## config.mk

```make
export PLATFORM = sky130hd
export DESIGN_NAME = icache_flat
export DESIGN_NICKNAME = d
export VERILOG_FILES = /design/src/rtl/icache_if.sv /design/src/rtl/icache.sv /design/src/flat_wrapper.sv
export SDC_FILE = /design/constraint.sdc
export NUM_CORES = 1
export LEC_CHECK = 0
export CAP_MARGIN = 10
export CORE_MARGIN = 3
export CORE_UTILIZATION = 55
export DETAILED_ROUTE_END_ITERATION = 6
export GPL_ROUTABILITY_DRIVEN = 0
export GPL_TIMING_DRIVEN = 0
export PLACE_DENSITY = 0.73
export SLEW_MARGIN = 5
export SYNTH_ARGS = -nofsm -noshare
export SYNTH_HDL_FRONTEND = slang
export SYNTH_SLANG_ARGS = --single-unit
```

## constraint.sdc

```tcl
create_clock -name CLK -period 7.5 [get_ports CLK]
set_input_delay 0.75 -clock CLK [delete_from_list [all_inputs] [get_ports CLK]]
set_output_delay 0.75 -clock CLK [all_outputs]
set_load 0.02 [all_outputs]
```

## src/rtl/icache_if.sv

```systemverilog
// icache_if: fetch-side (imem*) and fill-side (iREN/iaddr/iwait/iload) signals of the instruction cache.
interface icache_if;
  logic        imemREN;
  logic [31:0] imemaddr;
  logic        ihit;
  logic [31:0] imemload;
  logic        iREN;
  logic [31:0] iaddr;
  logic        iwait;
  logic [31:0] iload;
  logic        flush;
  modport slave (input imemREN, imemaddr, iwait, iload, flush, output ihit, imemload, iREN, iaddr);
  modport master (output imemREN, imemaddr, iwait, iload, flush, input ihit, imemload, iREN, iaddr);
endinterface

```

## src/rtl/icache.sv

```systemverilog
// icache: direct-mapped read-only instruction cache with single-word fills.
// Define ICACHE_FLUSH_EN to make the flush input invalidate all frames.
module icache #(
  parameter int SETS = 16
) (
  input logic     CLK,
  input logic     nRST,
  icache_if.slave bus
);
  localparam int IW = $clog2(SETS);
  localparam int TW = 30 - IW;
  typedef enum logic {IDLE, FETCH} state_t;
  state_t state, next_state;
  logic [SETS-1:0] valid, valid_next;
  logic [TW-1:0] tags [SETS];
  logic [31:0] data [SETS];
  logic [31:0] fill_addr;
  logic [IW-1:0] idx, fill_idx;
  logic hit, miss, fill_done, flush_idle, flush_all;
  logic unused_ok;
  assign idx = bus.imemaddr[IW+1:2];
  assign fill_idx = fill_addr[IW+1:2];
  assign fill_done = state == FETCH && !bus.iwait;
`ifdef ICACHE_FLUSH_EN
  logic pend;
  assign flush_idle = state == IDLE && bus.flush;
  // a flush seen during a fill is deferred so the in-flight word never lands as valid
  assign flush_all = flush_idle || (fill_done && (pend || bus.flush));
  assign unused_ok = ^{bus.imemaddr[1:0], fill_addr[1:0]};
  always_ff @(posedge CLK)
    if (!nRST) pend <= 1'b0;
    else pend <= fill_done ? 1'b0 : pend || (state == FETCH && bus.flush);
`else
  assign flush_idle = 1'b0;
  assign flush_all = 1'b0;
  assign unused_ok = ^{bus.imemaddr[1:0], fill_addr[1:0], bus.flush};
`endif
  assign hit = state == IDLE && bus.imemREN && valid[idx] && tags[idx] == bus.imemaddr[31:IW+2] && !flush_idle;
  assign miss = state == IDLE && bus.imemREN && !hit;
  always_comb begin
    next_state = state == IDLE ? (miss ? FETCH : IDLE) : (bus.iwait ? FETCH : IDLE);
    bus.ihit = hit;
    bus.imemload = hit ? data[idx] : '0;
    bus.iREN = state == FETCH;
    bus.iaddr = state == FETCH ? fill_addr : '0;
    valid_next = valid;
    if (fill_done) valid_next[fill_idx] = 1'b1;
    if (flush_all) valid_next = '0;
  end
  always_ff @(posedge CLK)
    if (!nRST) begin
      state <= IDLE;
      valid <= '0;
      fill_addr <= '0;
    end else begin
      state <= next_state;
      valid <= valid_next;
      if (miss) fill_addr <= {bus.imemaddr[31:2], 2'b00};
    end
  always_ff @(posedge CLK)
    if (nRST && fill_done) begin
      tags[fill_idx] <= fill_addr[31:IW+2];
      data[fill_idx] <= bus.iload;
    end
endmodule
```

## src/flat_wrapper.sv

```systemverilog
// flat-port wrapper written by rule: the top's interface ports become plain ports
module icache_flat 
#(
  parameter int SETS = 16
)
  (CLK, nRST, bus_imemREN, bus_imemaddr, bus_iwait, bus_iload, bus_flush, bus_ihit, bus_imemload, bus_iREN, bus_iaddr);
  icache_if bus_i ();
  input logic CLK;
  input logic nRST;
  input wire logic [$bits(bus_i.imemREN)-1:0] bus_imemREN;
  input wire logic [$bits(bus_i.imemaddr)-1:0] bus_imemaddr;
  input wire logic [$bits(bus_i.iwait)-1:0] bus_iwait;
  input wire logic [$bits(bus_i.iload)-1:0] bus_iload;
  input wire logic [$bits(bus_i.flush)-1:0] bus_flush;
  output wire logic [$bits(bus_i.ihit)-1:0] bus_ihit;
  output wire logic [$bits(bus_i.imemload)-1:0] bus_imemload;
  output wire logic [$bits(bus_i.iREN)-1:0] bus_iREN;
  output wire logic [$bits(bus_i.iaddr)-1:0] bus_iaddr;
  assign bus_i.imemREN = bus_imemREN;
  assign bus_i.imemaddr = bus_imemaddr;
  assign bus_i.iwait = bus_iwait;
  assign bus_i.iload = bus_iload;
  assign bus_i.flush = bus_flush;
  assign bus_ihit = bus_i.ihit;
  assign bus_imemload = bus_i.imemload;
  assign bus_iREN = bus_i.iREN;
  assign bus_iaddr = bus_i.iaddr;
  icache #(.SETS(SETS)) u_core (.CLK(CLK), .nRST(nRST), .bus(bus_i));
endmodule
```

==> results of run 1 <==
cells in the mapped netlist, types with 18 or more instances:
| cell | number |
|---|---|
| dfxtp_1 | 47 |
| nor2_1 | 24 |
| mux4_2 | 264 |
| and2_1 | 32 |
| nand4_1 | 100 |
| nand4b_1 | 32 |
| clkbuf_1 | 55 |
| mux2i_1 | 50 |
| edfxtp_1 | 928 |
| nor2b_1 | 38 |
| xnor2_1 | 31 |
| buf_1 | 18 |
| buf_2 | 40 |
| nand3_1 | 37 |
power by group through the flow:
stage / logic [uW] / registers (uW) / clock network [uW]
CTS: 625 / 6130 / 4560
global placement: 593 / 6240 / 0
global route: 661 / 6140 / 4770
floorplan: 376 / 6200 / 0
finish: 628 / 6140 / 4510
detailed placement: 622 / 6250 / 0
kinds of logic (layout without fill, tap and decap cells):
family | Yosys count | after routing
compound gates | 54 | 54
xor+xnor | 34 | 34
buf+inv | 133 | 499
flops | 975 | 975
mux | 319 | 319
other cells | 1 | 3
simple gates | 322 | 322
registers in the layout (all words and copies together), names as in the netlist:
register and count:
u_core.data 512, u_core.tags 416, u_core.fill_addr 30, u_core.valid 16, u_core.bus.iREN 1
per-layer routing:
layer,global-route usage,vias to the layer above,wire [um]
li1,-,8321,-
met1,0.3834,10752,36990
met2,0.4314,1468,47280
met3,0.05454,234,11020
met4,0.09242,4,3405
met5,0,-,23
worst max-delay path: cells and delay by family:
family	cells	cell delay (ns)
AOI/OAI and AO/OA	1	0.14
and+or+nand+nor	3	1.20
buffers and inverters	9	3.72
how the worst max path moves through the flow:
stage / from / end / slack, ns / cells after the start
after detailed placement: bus_imemaddr[3] / bus_imemload[30] / 1.08 / 13
final: bus_imemaddr[3] / bus_imemload[30] / 0.90 / 13
after CTS: bus_imemaddr[3] / bus_imemload[30] / 1.07 / 13
after global placement: nRST / u_core.data[0][8] / -4.67 / 4
after floorplan: bus_iwait / u_core.data[0][0] / 1.65 / 3
after global routing: bus_imemaddr[3] / bus_imemload[29] / 0.89 / 13
cells in the final DEF (no fill, tap or decap), types with 32 or more instances in the layout:
master | synthesis | routed
and2_1 | 32 | 32
buf_2 | 40 | 40
clkbuf_1 | 55 | 87
clkbuf_16 | 0 | 97
clkdlybuf4s50_1 | 0 | 119
dfxtp_1 | 47 | 47
edfxtp_1 | 928 | 928
mux2i_1 | 50 | 50
mux4_2 | 264 | 264
nand3_1 | 37 | 37
nand4_1 | 100 | 100
nand4b_1 | 32 | 32
nor2b_1 | 38 | 38
through the flow:
step	total power, uW	worst slack (ns)	utilization	cell area, um2
floorplan	6578	1.651	-	38610
global placement	6837	-4.666	0.5932	40970
detailed placement	6871	1.079	0.6131	42350
CTS	11320	1.068	0.6555	45270
global route	11580	0.8913	0.6555	45280
finish	11280	0.9013	0.6555	45280
final cells by class:
type,instances,share of cell area
antenna,1,0.00005527
buffer,129,0.01362
sequential,975,0.6363
multi-input combinational,731,0.2051
clock buffer,137,0.05870
inverter,4,0.0003316
clock inverter,36,0.005942
timing repair buffer,193,0.05430
tap,931,0.02573
==> results.json, run 1 <==
{
  "run_status": "finished, final reports clean",
  "peakVddDrop_uv": 185.5,
  "r2r_cells": 9,
  "synthAdderAreaFrac": 0,
  "die_w_um": 271.0,
  "grt_pass1_vias": 21044,
  "hold_ws_ns": 0.4520,
  "ys_top_cells_by_area": "edfxtp_1 (72%), mux4_2 (15%), dfxtp_1 (2.4%), nand4_1 (1.6%), mux2i_1 (1.3%)",
  "drt_iter0_drc": 3211,
  "path_clk_slew_ns": 0.06,
  "synth_top_family_by_area": "multiplexers",
  "yosysTopAreaCell": "edfxtp_1",
  "ios": 135,
  "multiInputGateArea_um2": 9284,
  "r2r-start": "u_core.tags[13][18]",
  "p_leak_uw": 0.01455,
  "grt_overflow_total": 0,
  "required_ns": 6.75,
  "fin_skew_ns": 0.02043,
  "fillers": 4410,
  "rr_endpoint": "u_core.fill_addr[6]",
  "path_class": "primary input to output pin",
  "ctsHoldBuffers": 0,
  "comb_power_share": 0.056,
  "place_hpwl_um": 63890,
  "area_delta_synth_final_pct": 17.27,
  "critPathLaunchType": "primary input",
  "port_buffers": 119,
  "initial_core_util": 0.5590,
  "synth_edf_count": 928,
  "wl_per_cell_um": 31.47,
  "max_slew_margin": 0.1630,
  "drv_slew": 0,
  "cpMaxStageDelayCell": "clkdlybuf4s50_1",
  "syn_inst": 1838,
  "critPathMostFrequentCell": "buf_2",
  "ys_seq_elements": 975,
  "hold_viol": 0,
  "final_nets": 2198,
  "vias": 20779,
  "yosysWarningCount": 0,
  "p_per_area_nw_per_um2": 249.1,
  "cts_resized": 0,
  "seq_area_um2": 28810,
  "cts_buffers": 95,
  "core_area_um2": 69070,
  "clk_root_buffer_cell": "clkbuf_16",
  "die_area_um2": 73410,
  "internal_power_uw": 8869,
  "p_sw_frac": 0.2136,
  "p_seq_frac": 0.544,
  "worstHoldStart": "u_core.valid[6]",
  "clock_sinks": 975,
  "worst_pin_slew_ns": 1.256,
  "min_period_ns": 6.599,
  "finalWirelength_um": 98720,
  "yosys.area_share.simple": 0.05094,
  "clock.fmax_mhz": 151.5,
  "clk_latency_ns": 0.64,
  "period_share": 0.8798,
  "hold_depth": 1,
  "drc": 0,
  "min_path_type": "flip-flop to flip-flop",
  "cts_tree": "done",
  "dp_cells": 2963,
  "cts_max_path_buffers": 3,
  "rows": 96,
  "synth_ff_type": "edfxtp_1",
  "worstPathArrival_ns": 5.85,
  "synth_mux_area_frac": 0.1684,
  "cp_max_fo": 10,
  "clkPwrFrac": 0.400,
  "finalSetupTns_ns": 0,
  "drive_above_1_share": 0.2481,
  "endpoint_kind": "output pin",
  "track_usage": 0.2717,
  "p_sw_uw": 2409,
  "synth_xor_area_frac": 0.007713,
  "dr.pass1.iters": 6,
  "syn_avg_cell_area_um2": 21.01,
  "maxCapViolations": 0,
  "synth_cell_type_count": 53,
  "min_to": "u_core.valid[6]",
  "die_y_um": 271.0,
  "max_stage_delay_ns": 0.67,
  "yosysSeqAreaShare": 0.7461,
  "final_cells": 3137,
  "via_per_inst": 6.624,
  "rrSetupSlack_ns": 4.11,
  "synthArstFlopShare": 0,
  "synth_compound_area_frac": 0.01034,
  "cts_setup_buffers": 0,
  "rsz0062_at_grt": "false",
  "antenna_found_initial": 4,
  "syn_area_um2": 38610,
  "yosysTopAreaCellShare": 0.7218,
  "final_antenna_net_count": 0,
  "grt_pass1_wl_um": 143700,
  "grt_max_degree": 23,
  "cts_max_level": 3,
  "setup_viol": 0,
  "path_cells": "buf_4, buf_6, buf_2, buf_2, buf_2, clkbuf_1, buf_2, a21oi_1, nor4_1, nand2_1, clkbuf_1, nor2b_1, clkdlybuf4s50_1"
}
(Power assumes the default switching activity.)
==> run 2, diff against run 1 <==
GPL_ROUTABILITY_DRIVEN = not set   (was 0)
==> results.json, run 2 (synthesized netlist as in run 1, its figures left out) <==
{
  "run_status": "finished, final reports clean",
  "rsz0062_at_grt": "false",
  "endpoint_kind": "output pin",
  "area_delta_synth_final_pct": 17.76,
  "cts_max_path_buffers": 3,
  "crit_buf_inv": 6,
  "critPathLaunchType": "primary input",
  "grt_max_degree": 22,
  "ios": 135,
  "place_hpwl_um": 64600,
  "final_nets": 2197,
  "die_area_um2": 73410,
  "drc": 0,
  "final_antenna_net_count": 0,
  "met3_usage": 0.05294,
  "finalWirelength_um": 101500,
  "die_y_um": 271.0,
  "path_class": "primary input to output pin",
  "period_share": 0.8615,
  "min_path_type": "flip-flop to flip-flop",
  "busiest_layer": "met2",
  "rr_endpoint": "u_core.fill_addr[13]",
  "grt_pass1_vias": 21595,
  "worst_pin_slew_ns": 1.297,
  "use_met2": 0.4440,
  "core_area_um2": 69070,
  "mostFrequentLayoutCell": "edfxtp_1",
  "hold_viol": 0,
  "rrSetupSlack_ns": 4.24,
  "path_clk_slew_ns": 0.06,
  "required_ns": 6.75,
  "max_stage_delay_ns": 0.96,
  "cts_max_level": 3,
  "grt_pass1_wl_um": 147800,
  "antenna_found_initial": 1,
  "max_slew_margin": 0.1350,
  "dr.pass1.iters": 7,
  "gr-usage-met1": 0.3939,
  "dp_cells": 2961,
  "die_w_um": 271.0,
  "fin_skew_ns": 0.02567,
  "track_usage": 0.2800,
  "crit_start": "bus_imemaddr[5]",
  "post-route-util": 0.6583,
  "peakVddDrop_uv": 161.4,
  "largest_register": "u_core.data",
  "drv_slew": 0,
  "cp_max_fo": 10,
  "r2r_cells": 9,
  "r2r-start": "u_core.tags[6][8]",
  "worstPathArrival_ns": 5.71,
  "cpMaxStageDelayCell": "clkbuf_1",
  "crit_family": "buffers and inverters",
  "wl_per_cell_um": 32.38,
  "initial_core_util": 0.5590,
  "maxCapViolations": 0,
  "cp.depth": 13,
  "via_per_inst": 6.662,
  "port_buffers": 119,
  "ctsHoldBuffers": 0,
  "p_per_area_nw_per_um2": 256.8,
  "vias": 20886,
  "clock_sinks": 975,
  "grt_overflow_total": 0,
  "finalPower_uw": 11670,
  "rows": 96,
  "cts_resized": 0,
  "drt_iter0_drc": 3177,
  "min_period_ns": 6.461,
  "clk_root_buffer_cell": "clkbuf_16",
  "largest_reg_flops": 512,
  "clk_latency_ns": 0.65,
  "setup_viol": 0,
  "cts_buffers": 95,
  "path_cells": "buf_2, buf_2, inv_1, clkbuf_1, mux2i_1, mux2i_1, xnor2_1, nand4_1, nor4_1, nand2_1, clkbuf_1, nor2b_1, clkdlybuf4s50_1",
  "crit_path_end": "bus_imemload[30]",
  "p_leak_uw": 0.01465,
  "gp_congestion": 0.9267,
  "cts_tree": "done",
  "clock.fmax_mhz": 154.8,
  "final_cell_mix": "edfxtp_1 (928), mux4_2 (264), clkdlybuf4s50_1 (119), nand4_1 (100), clkbuf_16 (95)",
  "reg.largest.list": "u_core.data (512), u_core.tags (416), u_core.fill_addr (30)",
  "final_cells": 3135,
  "drive_above_1_share": 0.2550,
  "cts_setup_buffers": 0,
  "insertedDiodeCount": 0
}
==> run 2: changes by cell type in the layout (fill, tap and decap cells not counted), moves of 3 or more <==
| cell | change |
|---|---|
| clkbuf_1 | -15 |
| bufinv_16 | +13 |
| clkbuf_8 | -7 |
| clkinv_2 | +7 |
| buf_16 | -5 |
| buf_6 | +5 |
| buf_4 | -3 |
==> run 2: report_power, final <==
| part | switching [uW] | leakage [uW] | internal, uW |
|---|---|---|---|
| Combinational | 365 | 0.00426 | 270 |
| Clock | 2010 | 0.00156 | 2890 |
| Sequential | 104 | 0.00883 | 6040 |
| Total | 2480 | 0.0146 | 9200 |
==> run 2: per-stage QoR <==
stage | instance area (um2) | setup WS (ns) | setup TNS, ns | hold WS (ns)
floorplan | 38610 | 1.651 | 0 | 0.4211
global placement | 40970 | -5.009 | -1579.53 | 0.4275
detailed placement | 42270 | 1.055 | 0 | 0.4392
CTS | 45450 | 1.106 | 0 | 0.4533
global route | 45470 | 0.8124 | 0 | 0.4756
finish | 45470 | 1.039 | 0 | 0.4521
==> run 2: layout make-up <==
type / instances / area [um2]
buffer: 129 / 616.8
clock buffer: 113 / 2455
clock inverter: 60 / 728.2
fill: 4330 / 23600
inverter: 4 / 15.01
multi-input combinational: 731 / 9284
sequential: 975 / 28810
tap: 931 / 1165
timing repair buffer: 192 / 2395
==> run 2: how the worst min path moves through the flow <==
stage	start	end	cells past startpoint
6_report	u_core.valid[8]	u_core.valid[8]	1
5_1_grt	u_core.valid[0]	u_core.valid[0]	1
4_1_cts	u_core.valid[5]	u_core.valid[5]	1
3_5_place_dp	u_core.valid[8]	u_core.valid[8]	1
3_3_place_gp	u_core.valid[15]	u_core.valid[15]	1
2_1_floorplan	u_core.valid[14]	u_core.valid[14]	1
==> run 2: per-layer routing <==
metal  part of all wire  vias up
met1               0.37    10782
met3               0.11      285
li1                   -     8315
met5                  0        -
met2               0.48     1504
met4              0.040        0
==> run 3, diff against run 2 <==
GPL_TIMING_DRIVEN = not set   (was 0)
==> results.json, run 3 (synthesized netlist as in run 1, its figures left out) <==
{
  "cts_max_level": 3,
  "vias": 19519,
  "setup_viol": 0,
  "largest_reg_flops": 512,
  "clock.fmax_mhz": 164.7,
  "grt_pass1_vias": 19861,
  "final_antenna_net_count": 0,
  "final_nets": 2049,
  "clock_sinks": 975,
  "pre_cts_ws_ns": 1.403,
  "crit_start": "bus_imemaddr[3]",
  "cts_tree": "done",
  "cpMaxStageDelayCell": "clkdlybuf4s50_1",
  "grt_max_degree": 89,
  "peakVddDrop_uv": 170.2,
  "placed_cell_area_um2": 40920,
  "mostFrequentLayoutCell": "edfxtp_1",
  "setup_ws_ns": 1.427,
  "ctsHoldBuffers": 0,
  "finalSetupTns_ns": 0,
  "clk_latency_ns": 0.65,
  "final_cell_mix": "edfxtp_1 (928), mux4_2 (264), clkdlybuf4s50_1 (124), nand4_1 (100), clkbuf_16 (98)",
  "core_area_um2": 69070,
  "grt_pass1_wl_um": 131000,
  "worstPathArrival_ns": 5.32,
  "critPathLaunchType": "primary input",
  "cts_max_path_buffers": 3,
  "drive_above_1_share": 0.2375,
  "max_slew_margin": 0.1684,
  "cp.depth": 11,
  "grt_overflow_total": 0,
  "antenna_found_initial": 2,
  "initial_core_util": 0.5590,
  "cts_setup_buffers": 0,
  "hold_viol": 0,
  "wl_per_cell_um": 29.47,
  "die_y_um": 271.0,
  "fin_skew_ns": 0.01853,
  "die_area_um2": 73410,
  "min_path_type": "flip-flop to flip-flop",
  "cts_resized": 0,
  "rows": 96,
  "clk_root_buffer_cell": "clkbuf_16",
  "p_per_area_nw_per_um2": 260.9,
  "drc": 0,
  "period_share": 0.8097,
  "port_buffers": 129,
  "finalWirelength_um": 88110,
  "required_ns": 6.75,
  "max_stage_delay_ns": 0.64,
  "crit_path_end": "bus_imemload[1]",
  "run_status": "finished, final reports clean",
  "crit_buf_inv": 3,
  "crit_family": "buffers and inverters",
  "drt_iter0_drc": 2294,
  "cts_buffers": 95,
  "place_hpwl_um": 45610,
  "drv_slew": 0,
  "cp_max_fo": 76,
  "rrSetupSlack_ns": 3.62,
  "path_clk_slew_ns": 0.06,
  "area_delta_synth_final_pct": 14.18,
  "ios": 135,
  "p_leak_uw": 0.01405,
  "worst_pin_slew_ns": 1.244,
  "reg.largest.list": "u_core.data (512), u_core.tags (416), u_core.fill_addr (30)",
  "path_class": "primary input to output pin",
  "gp_congestion": 0.7942,
  "insertedDiodeCount": 0,
  "hold_ws_ns": 0.4526,
  "via_per_inst": 6.528,
  "dr.pass1.iters": 5,
  "largest_register": "u_core.data",
  "maxCapViolations": 0,
  "min_period_ns": 6.073,
  "track_usage": 0.2430,
  "r2r-start": "u_core.bus.iREN",
  "endpoint_kind": "output pin",
  "rsz0062_at_grt": "false",
  "die_w_um": 271.0,
  "rr_endpoint": "u_core.data[4][11]",
  "path_cells": "clkbuf_8, buf_4, mux4_2, mux2i_1, xnor2_1, o21ai_0, nand4_1, nor4_1, nand2_2, nor2b_1, clkdlybuf4s50_1",
  "hold_depth": 1,
  "r2r_cells": 5,
  "stdcell_area_um2": 44080
}
[run 3: worst min path at each step]
| stage | start | to | slack, ns |
|---|---|---|---|
| 2_1_floorplan | u_core.valid[14] | u_core.valid[14] | 0.42 |
| 4_1_cts | u_core.valid[5] | u_core.valid[5] | 0.45 |
| 3_5_place_dp | u_core.valid[3] | u_core.valid[3] | 0.44 |
| 6_report | u_core.valid[8] | u_core.valid[8] | 0.45 |
| 5_1_grt | u_core.valid[4] | u_core.valid[4] | 0.47 |
| 3_3_place_gp | u_core.valid[3] | u_core.valid[3] | 0.43 |
[run 3: metrics by stage]
step / instances / util / total power, uW
CTS: 2989 / 0.6381 / 11570
global placement: 2813 / 0.5924 / 6792
detailed placement: 2813 / 0.5924 / 6815
floorplan: 1839 / - / 6578
finish: 2990 / 0.6383 / 11500
global route: 2990 / 0.6383 / 11840
[run 3: cell type report]
cell class,count,area (um2)
tap,931,1165
inverter,4,17.52
timing repair buffer,173,1632
sequential,975,28810
fill,4513,24980
clock buffer,116,2540
clock inverter,60,611.8
multi-input combinational,731,9311
[run 3: layer usage]
| layer | track usage | routed length, um | vias to the layer above |
|---|---|---|---|
| met1 | 0.3618 | 35970 | 10302 |
| li1 | - | - | 8021 |
| met3 | 0.05082 | 8187 | 161 |
| met4 | 0.06743 | 2088 | 4 |
| met5 | 0 | 18 | - |
| met2 | 0.3715 | 41850 | 1031 |
[run 3: power breakdown]
group | total (uW) | leakage [uW] | internal, uW | switching, uW
Sequential | 6140 | 0.00883 | 6040 | 100
Combinational | 567 | 0.00367 | 257 | 310
Clock | 4800 | 0.00155 | 2770 | 2030
Total | 11500 | 0.0140 | 9060 | 2440
==> edit 1, RTL diff (settings of run 1) <==
Add a define of `ICACHE_FLUSH_EN`.
--- a/src/rtl/icache.sv
+++ b/src/rtl/icache.sv
@@ -2,2 +2,4 @@
 // Define ICACHE_FLUSH_EN to make the flush input invalidate all frames.
+`define ICACHE_FLUSH_EN
+
 module icache #(
Function: changed (a bounded check fails within 4 cycles, from zero or initial values and one cycle with nRST low).
==> edit 1 against run 1 <==
The run now ends with design-rule violations left. Clock skew rose by 0.0084 ns. Sequential share of layout area rose by 0.49 points. Fmax fell by 6.5%. Area after synthesis fell by 0.58%. Non-clock buffer count fell by 42. Power fell by 0.93%. Synthesized cell count rose by 0.60%. Worst setup slack got worse by 0.46 ns. Sequential cell count rose by 1. Critical path type unchanged. Design area fell by 0.69%. Wire length fell by 1.8%.
==> edit 1: results (changes against run 1) <==
clock_tree:
  numCtsBuffers: 96  # was 95
  insertion_delay_ns: 0.66  # was 0.64 ns
timing:
  max_slew_margin: 0.217  # was 0.163
  fin_skew_ns: 0.0288  # was 0.0204 ns
  whs_ns: 0.473  # was 0.452 ns
cells_and_area:
  num-fill-cells: 4416  # was 4,410
  drive_gt1_frac: 0.232  # was 0.248
  final_nets: 2196  # was 2,198
route:
  drc: 7  # was 0
  firstDrtPassIters: 7  # was 6
  drtIter0Drc: 2945  # was 3,211
critical_path:
  worstPathArrival_ns: 6.31  # was 5.85 ns
  worst-r2r-cell-count: 11  # was 9
  r2r-end: "u_core.bus.iREN"  # was u_core.fill_addr[6]
  rr_startpoint: "u_core.tags[7][19]"  # was u_core.tags[13][18]
power_and_ir_drop:
  switching_power_uw: 2370  # was 2410 uW
worst_hold_path:
  hp-start: "u_core.valid[6]"  # unchanged
  min_path_cells: 2  # was 1
  hold_path_end: "u_core.valid[6]"  # unchanged
grt:
  grt_pass1_vias: 20500  # was 21,000
  grtUsageTotal: 0.268  # was 0.272
synth:
  synthTopCellsByArea: "edfxtp_1 73%, mux4_2 14%, mux2i_1 2.6%"  # was edfxtp_1 72%, mux4_2 15%, dfxtp_1 2.4%
  synth_common_cells: "928 x edfxtp_1, 239 x mux4_2, 99 x nand2_1"  # was 928 x edfxtp_1, 264 x mux4_2, 100 x nand4_1
run_status:
  violations: "design-rule violations"
  status: "finished, violations left"  # was completed
[edit 1: tightest hold or removal path, delay by kind of cell (launching register included)]
kind	cells	cell delay, ns
flops	1	0.33
simple gates	1	0.07
compound gates	1	0.04
[edit 1: cell families after synthesis]
kind of cell | count (synthesis) | share of synthesized area
AO/OA/AOI/OAI | 110 | 0.0206
buffers and inverters | 110 | 0.0162
AND/OR/NAND/NOR | 278 | 0.0357
XOR/XNOR | 21 | 0.00479
other | 1 | 0.0000977
flip-flops | 976 | 0.751
multiplexers | 353 | 0.172
[edit 1: power by group through the flow]
stage / sequential [uW] / combinational, uW / clock, uW
finish: 6050 / 598 / 4530
global route: 6050 / 627 / 4800
CTS: 6050 / 595 / 4580
detailed placement: 6160 / 590 / 0
global placement: 6160 / 569 / 0
floorplan: 6140 / 354 / 0
[edit 1: area by class of cell]
cell class | count | area share
Clock buffer | 132 | 0.0591
Buffer | 101 | 0.0131
Antenna cell | 3 | 0.000167
Tap cell | 931 | 0.0259
Sequential cell | 976 | 0.641
Inverter | 9 | 0.000751
Timing Repair Buffer | 179 | 0.0517
Clock inverter | 43 | 0.00676
Multi-Input combinational cell | 764 | 0.201
[edit 1: per-stage QoR]
step            util  std cells
2_1_floorplan      -       1850
3_3_place_gp   0.593       2908
3_5_place_dp   0.610       2960
4_1_cts        0.653       3135
5_1_grt        0.653       3136
6_report       0.653       3138
[edit 1: routing by layer]
metal  part of all wire  global-route usage
met2               0.49               0.436
met3              0.096              0.0578
met5            0.00044                   0
met4              0.039               0.101
met1               0.38               0.362
==> edit 2, RTL diff (flow settings as in run 1) <==
Without the edit above. `SETS` is set to 16 in 2 places; all go to 32.
--- a/src/rtl/icache.sv
+++ b/src/rtl/icache.sv
@@ -3,3 +3,3 @@
 module icache #(
-  parameter int SETS = 16
+  parameter int SETS = 32
 ) (
--- a/src/flat_wrapper.sv
+++ b/src/flat_wrapper.sv
@@ -3,3 +3,3 @@
 #(
-  parameter int SETS = 16
+  parameter int SETS = 32
 )
Check against the original RTL: not settled (the Yosys comparison gave no result); the edit may change what the design does.
==> edit 2 against run 1 <==
Utilization fell by 0.66 points. Area after synthesis rose by 90%. Power rose by 94%. Global-route usage rose by 3.1 points. Synthesized cell count rose by 85%. Wire length rose by 110%. Sequential power rose by 92%. The flow now finishes with violations (design-rule violations). Sequential cell count rose by 912. Worst setup slack got worse by 0.83 ns. Design area rose by 89%.
==> edit 2: results (changes against run 1) <==
run_status:
  status: "finished, violations left"  # was completed
  violations: "design-rule violations"
critical_path:
  rr_startpoint: "u_core.tags[29][24]"  # was u_core.tags[13][18]
  worstPathArrival_ns: 6.68  # was 5.85 ns
  crit_end: "bus_imemload[23]"  # was bus_imemload[30]
  cpPeakStageDelay_ns: 1.10  # was 0.67 ns
  ff2ff_setup_slack_ns: 3.48  # was 4.11 ns
  crit_path_start: "bus_imemaddr[5]"  # was bus_imemaddr[3]
  cp_top_family: "simple AND/OR/NAND/NOR gates"  # was buffers and inverters
  slowest_stage: "nor2_1"  # was clkdlybuf4s50_1
  worst-r2r-cell-count: 10  # was 9
cells_and_area:
  reg_top3: "u_core.data (1024), u_core.tags (800), u_core.valid (32)"  # was u_core.data (512), u_core.tags (416), u_core.fill_addr (30)
  final_nets: 3898  # was 2,198
  drive_gt1_frac: 0.264  # was 0.248
clock_tree:
  htreeDepth: 4  # was 3
  insertion_delay_ns: 0.79  # was 0.64 ns
  ctsResizeCount: 30  # was 0
  numCtsBuffers: 183  # was 95
  clockRootBuffer: "clkbuf_16"  # unchanged
route:
  met1_length_um: 74100  # was 37,000 um
  vias: 39100  # was 20,800
  drc: 6  # was 0
  wl_met3_um: 25700  # was 11,000 um
  routed_wirelength_um: 206000  # was 98,700 um
  firstDrtPassIters: 7  # was 6
  met2WireLength_um: 96200  # was 47,300 um
  drtIter0Drc: 7084  # was 3,211
grt:
  use_met2: 0.463  # was 0.431
  grt_pass1_wl_um: 290000  # was 144,000 um
  grtUsageMet3: 0.0683  # was 0.0545
  grtUsageTotal: 0.302  # was 0.272
  antenna_found_initial: 3  # was 4
  grt_max_degree: 35  # was 23
  use_met1: 0.426  # was 0.383
synth:
  synth_compound_area_frac: 0.0269  # was 0.0103
  synth_common_cells: "1,824 x edfxtp_1, 483 x mux4_2, 144 x nand2_1"  # was 928 x edfxtp_1, 264 x mux4_2, 100 x nand4_1
  muxShareOfSynthArea: 0.167  # was 0.168
  synth_edf_count: 1824  # was 928
  synth_cell_types: 59  # was 53
  yosysSeqAreaShare: 0.765  # was 0.746
  synthTopCellsByArea: "edfxtp_1 75%, mux4_2 15%, dfxtp_1 1.7%"  # was edfxtp_1 72%, mux4_2 15%, dfxtp_1 2.4%
  synth_xor_xnor_area_share: 0.00287  # was 0.00771
timing:
  timing.final.crit_share: 0.990  # was 0.880
  fin_skew_ns: 0.0167  # was 0.0204 ns
place:
  port_buffers: 126  # was 119
  place_ws_ns: -0.849  # was 1.08 ns
  dp_hpwl_um: 130000  # was 63,900 um
power_and_ir_drop:
  leakage_uw: 0.0276  # was 0.0145 uW
  irDropWorstVdd_v: 0.000414  # was 0.000186 V
  clk-power_uw: 8860  # was 4510 uW
  pg_comb_uw: 1180  # was 628 uW
  switching_power_uw: 4690  # was 2410 uW
worst_hold_path:
  hold_path_end: "u_core.valid[18]"  # was u_core.valid[6]
  hp-start: "u_core.valid[18]"  # was u_core.valid[6]
==> edit 2: cell count changes after synthesis, moves of 32 or more <==
cell / delta
mux2i_1: +66
edfxtp_1: +896
mux4_2: +219
o21ai_0: +40
a22oi_1: +34
clkbuf_1: +40
nand2_1: +127
nand4_1: -90
nor2_1: +62
o311ai_0: +32
==> edit 2: layout make-up <==
type / instances / area, um2
sequential: 1887 / 56000
timing repair buffer: 250 / 4000
tap: 1755 / 2200
fill: 8299 / 46300
clock inverter: 93 / 806
buffer: 200 / 1020
clock buffer: 233 / 4880
antenna: 3 / 7.51
multi-input combinational: 1301 / 16600
inverter: 6 / 22.5
==> edit 2: through the flow <==
step                total power [uW]  hold WS (ns)   TNS, ns  area, um2  std cells
floorplan                      12600         0.421         0      73300       3394
finish                         21800         0.446         0      85500       5728
global placement               13100         0.428  -2736.95      76700       5275
global route                   22400         0.460         0      85500       5725
detailed placement             13100         0.434    -21.01      79400       5387
CTS                            21800         0.447         0      85200       5713
